[src/rtl/alu_arbiter.sv]
// Two-requester front end for a shared combinational ALU: arbitrate, execute, respond.
// Define ALU_ARB_FIXED_PRIO_EN for fixed priority (req0 over req1); default is round-robin.
module alu_arbiter #(
    parameter int size = 4
) (
    input  logic            clk,
    input  logic            rst_n,
    input  logic            req0,
    input  logic            req1,
    input  logic [3:0]      op0,
    input  logic [3:0]      op1,
    input  logic [size-1:0] a0,
    input  logic [size-1:0] b0,
    input  logic [size-1:0] a1,
    input  logic [size-1:0] b1,
    output logic            gnt0,
    output logic            gnt1,
    output logic [3:0]      alu_sel,
    output logic [size-1:0] alu_a,
    output logic [size-1:0] alu_b,
    input  logic [size-1:0] alu_result,
    output logic            done0,
    output logic            done1,
    output logic [size-1:0] result,
    output logic            err
);

    typedef enum logic [1:0] {
        IDLE = 2'd0,
        EXEC = 2'd1,
        RESP = 2'd2
    } state_t;

    state_t          state;
    state_t          state_next;

    logic            winner;
    logic            illegal_q;
    logic [3:0]      op_q;
    logic [size-1:0] a_q;
    logic [size-1:0] b_q;
    logic [size-1:0] result_q;

    logic            pick;
    logic [3:0]      pick_op;
    logic [size-1:0] pick_a;
    logic [size-1:0] pick_b;
    logic            pick_illegal;
    logic            any_req;

    assign any_req = req0 | req1;

`ifdef ALU_ARB_FIXED_PRIO_EN
    // req0 beats req1 whenever both are present
    always_comb begin
        pick = !req0;
    end
`else
    logic last;

    // On contention, hand the slot to whoever was not served last
    always_comb begin
        pick = !req0;
        if (req0 && req1) begin
            pick = !last;
        end
    end

    always_ff @(posedge clk or negedge rst_n) begin
        if (!rst_n) begin
            last <= 1'b1;
        end else if (state == RESP) begin
            last <= winner;
        end
    end
`endif

    always_comb begin
        pick_op      = pick ? op1 : op0;
        pick_a       = pick ? a1 : a0;
        pick_b       = pick ? b1 : b0;
        pick_illegal = pick_op > 4'b1000;
    end

    always_ff @(posedge clk or negedge rst_n) begin
        if (!rst_n) begin
            state <= IDLE;
        end else begin
            state <= state_next;
        end
    end

    always_comb begin
        state_next = state;
        case (state)
            IDLE:    if (any_req) state_next = EXEC;
            EXEC:    state_next = RESP;
            RESP:    state_next = IDLE;
            default: state_next = IDLE;
        endcase
    end

    // Illegal selects are squashed to 0 at latch time so EXEC just replays the register
    always_ff @(posedge clk or negedge rst_n) begin
        if (!rst_n) begin
            winner    <= 1'b0;
            illegal_q <= 1'b0;
            op_q      <= 4'b0000;
            a_q       <= '0;
            b_q       <= '0;
            result_q  <= '0;
        end else begin
            if (state == IDLE && any_req) begin
                winner    <= pick;
                illegal_q <= pick_illegal;
                op_q      <= pick_illegal ? 4'b0000 : pick_op;
                a_q       <= pick_a;
                b_q       <= pick_b;
            end
            if (state == EXEC) begin
                result_q <= alu_result;
            end
        end
    end

    always_comb begin
        gnt0    = (state == EXEC) && !winner;
        gnt1    = (state == EXEC) && winner;
        alu_sel = (state == EXEC) ? op_q : 4'b0000;
        alu_a   = (state == EXEC) ? a_q : '0;
        alu_b   = (state == EXEC) ? b_q : '0;
        done0   = (state == RESP) && !winner;
        done1   = (state == RESP) && winner;
        err     = (state == RESP) && illegal_q;
        result  = result_q;
    end

endmodule

[config.mk]
export PLATFORM = sky130hd
export DESIGN_NAME = alu_arbiter
export DESIGN_NICKNAME = d
export VERILOG_FILES = /design/src/rtl/alu_arbiter.sv
export SDC_FILE = /design/constraint.sdc
export NUM_CORES = 1
export LEC_CHECK = 0
export CAP_MARGIN = 10
export CORE_MARGIN = 4
export CORE_UTILIZATION = 44
export DETAILED_ROUTE_END_ITERATION = 12
export HOLD_SLACK_MARGIN = 0.15
export PLACE_DENSITY = 0.85
export SLEW_MARGIN = 20
export SYNTH_ARGS = -nofsm -noshare
export SYNTH_HDL_FRONTEND = slang
export SYNTH_SLANG_ARGS = --single-unit
[constraint.sdc]
create_clock -name clk -period 4.5 [get_ports clk]
set_clock_uncertainty 0.15 [all_clocks]
set_input_delay 0.45 -clock clk [delete_from_list [all_inputs] [get_ports clk]]
set_output_delay 0.45 -clock clk [all_outputs]
set_load 0.02 [all_outputs]
==> reports/qor.txt <==
Run status: finished, final reports clean
Min Tclk post-route: 2.74 ns
First-pass GRT wire length: 4820 um
Crit-path cells: nor2b_2, and2_1, clkdlybuf4s50_1
CTS tree: built
Top FF cell, synth: dfrtp_1
Synthesis-to-finish area growth: 48.3%
Mapped Area: 1140 um2
Critical path class: reg -> out
Max-cap violations: 0
Mapped Cells: 120
Post-synth ARST share: 1.00
Pre-CTS setup slack: 1.78 ns
Largest net degree at the start of global routing: 25
Yosys reg bits: 21
Post-cts hold buffer count: 0
CP Capture Type: output port
HPWL Detailed: 2300 um
Drt total wl: 3030 um
Worst Path Required: 3.90 ns
FP Rows: 18
Clock Latency Late Sink: 0.30 ns
Core area: 2480 um2
Avg Inst Size Synth: 9.54 um2
CTS Buffer Depth: 2
Post-cts resize count: 0
Worst hold endpoint: result[3]
Delay-heaviest family, CP: simple AND/OR/NAND/NOR gates
Worst Slack Setup Final: 1.76 ns
Critical Path Source Type: flop
ANT cells: 0
Cell Pwr Density: 595 nW/um2
Die height: 59.0 um
Drt drc: 0
Post-CTS setup buffers: 0
Tot GR Track Use: 0.180
CTS H-tree depth: 1
Worst path slowest cell: clkdlybuf4s50_1
R2R Setup Slk: 2.46 ns
Routed via count: 1089
Hold Path Depth: 1
Slowest Stage Delay on Critical Path: 0.63 ns
Inserted Clock Buffers: 3
Root Driver: clkbuf_4
I/O pins: 53
Worst-path clk slew: 0.12 ns
Crit path DAT: 2.14 ns
Bufs and invs on worst path: 1
Hold path start: result[3]
RSZ-0062 raised after global routing: no
Reg2reg start: state[0]
Post-layout util: 0.685
Worst vdd ir: 0.295 mV
Routability cong.: 0.784
Post-synth EDFFs: 0
Gr ovfl total: 0
Layout cells sized above 1: 0.0898
Cell variety after synth: 26
Initial Util: 0.462
Final ANT Viol Nets: 0
# nets final: 200
Setup_tns: 0 ns
Worst hold path class: reg -> reg
Routed vias/inst: 5.53
Worst reg-to-reg path cell count: 4
Fmax: 365 MHz
Sequential share of the synthesized area: 0.460
Period utilisation layout: 0.609
Wire per inst: 15.4 um
Initial antenna violation count: 0
DRT Pass-1 Iters: 4
Vias in the first global route: 1074
DIE AREA: 3480 um2
Max Slew Vio Count: 0
Initial DRC Count: 33
DIE WIDTH: 59.0 um
Syn_nets: 152
Critical path peak fanout: 19
Max-Slew Margin vs Limit: 0.389
Port bufs: 52
Final setup fails: 0
Yosys warns: 0
Worst slew pin tran: 0.913 ns
Leak: 0.646 nW
Hold Fails Final Rpt: 0
Worst reg2reg path endpoint: op_q[2]
Clock Sinks: 21
cell usage after synthesis, drive strengths merged, types with 2 or more instances:
library cell / instances / share of area
a21oi: 11 / 0.048
a221o: 2 / 0.017
a31oi: 11 / 0.060
and2: 16 / 0.087
buf: 4 / 0.017
clkbuf: 5 / 0.017
dfrtp: 20 / 0.44
inv: 3 / 0.0098
mux2: 5 / 0.049
nand2: 2 / 0.0066
nand3b: 8 / 0.052
nor2b: 7 / 0.038
nor3: 2 / 0.0087
nor4: 2 / 0.011
o21ai: 11 / 0.048
or2: 2 / 0.011
or4b: 2 / 0.017
placed cells by master (no fill, tap or decap), drive strengths merged, types with 2 or more instances in the layout:
cell type	netlist	final
a31oi	11	11
mux2	5	5
or4b	2	2
nand2	2	2
dfrtp	20	20
nor4	2	2
or2	2	2
nor2b	7	7
a221o	2	2
nand3b	8	8
clkbuf	5	3
nor3	2	2
and2	16	16
o21ai	11	11
a21oi	11	11
inv	3	3
clkdlybuf4s50	0	52
logic make-up after synthesis:
logic type | after synthesis | synth area share
muxes | 5 | 0.0492
AOI/OAI and AO/OA | 36 | 0.183
DFF | 21 | 0.460
buffers and inverters | 12 | 0.0448
and+or+nand+nor | 46 | 0.263
worst max-delay path by stage:
stage | depth (start not counted) | start | slack (ns) | to
4_1_cts | 3 | state[1] | 1.40 | alu_b[1]
6_report | 3 | state[1] | 1.76 | alu_b[1]
3_5_place_dp | 3 | state[1] | 1.78 | alu_b[1]
3_3_place_gp | 3 | state[1] | 1.90 | alu_sel[1]
2_1_floorplan | 4 | state[1] | 2.86 | alu_a[0]
5_1_grt | 3 | state[0] | 1.66 | gnt0
power breakdown:
group	total (W)	internal, W	switching, W
sequential	0.000337	0.000286	0.0000511
clock	0.0000922	0.0000338	0.0000584
combinational	0.000581	0.000284	0.000297
total	0.00101	0.000604	0.000407
layout make-up:
cell class	count	area (um2)
fillers	200	779
multi-input cells	87	572
flip-flops and latches	21	527
repair buffers	52	520
well taps	30	37.5
clock buffers	3	22.5
inverters	3	11.3
clock inverters	1	7.51
flip-flops by register name (all words and copies together), names as in the netlist:
| name | flops |
|---|---|
| winner | 1 |
| a_q | 4 |
| last | 1 |
| state | 2 |
| op_q | 4 |
| b_q | 4 |
| illegal_q | 1 |
| result | 4 |
routing by layer:
layer	vias up	routed length, um	GRT usage
met3	6	211	0.0218
met4	0	68	0.0744
met1	513	1170	0.213
met2	43	1580	0.326
li1	527	-	-
met5	-	0	0
stage by stage:
step                      power (W)  area [um2]  hold slack, ns  std cells
after floorplan            0.000687        1140         0.00441        120
after global placement     0.000902        1660           0.338        193
after detailed placement   0.000925        1660           0.346        193
after CTS                   0.00102        1690           0.374        197
after global routing        0.00109        1700           0.402        197
final                       0.00101        1700           0.369        197
No activity file was read; power rests on OpenSTA's default activity.
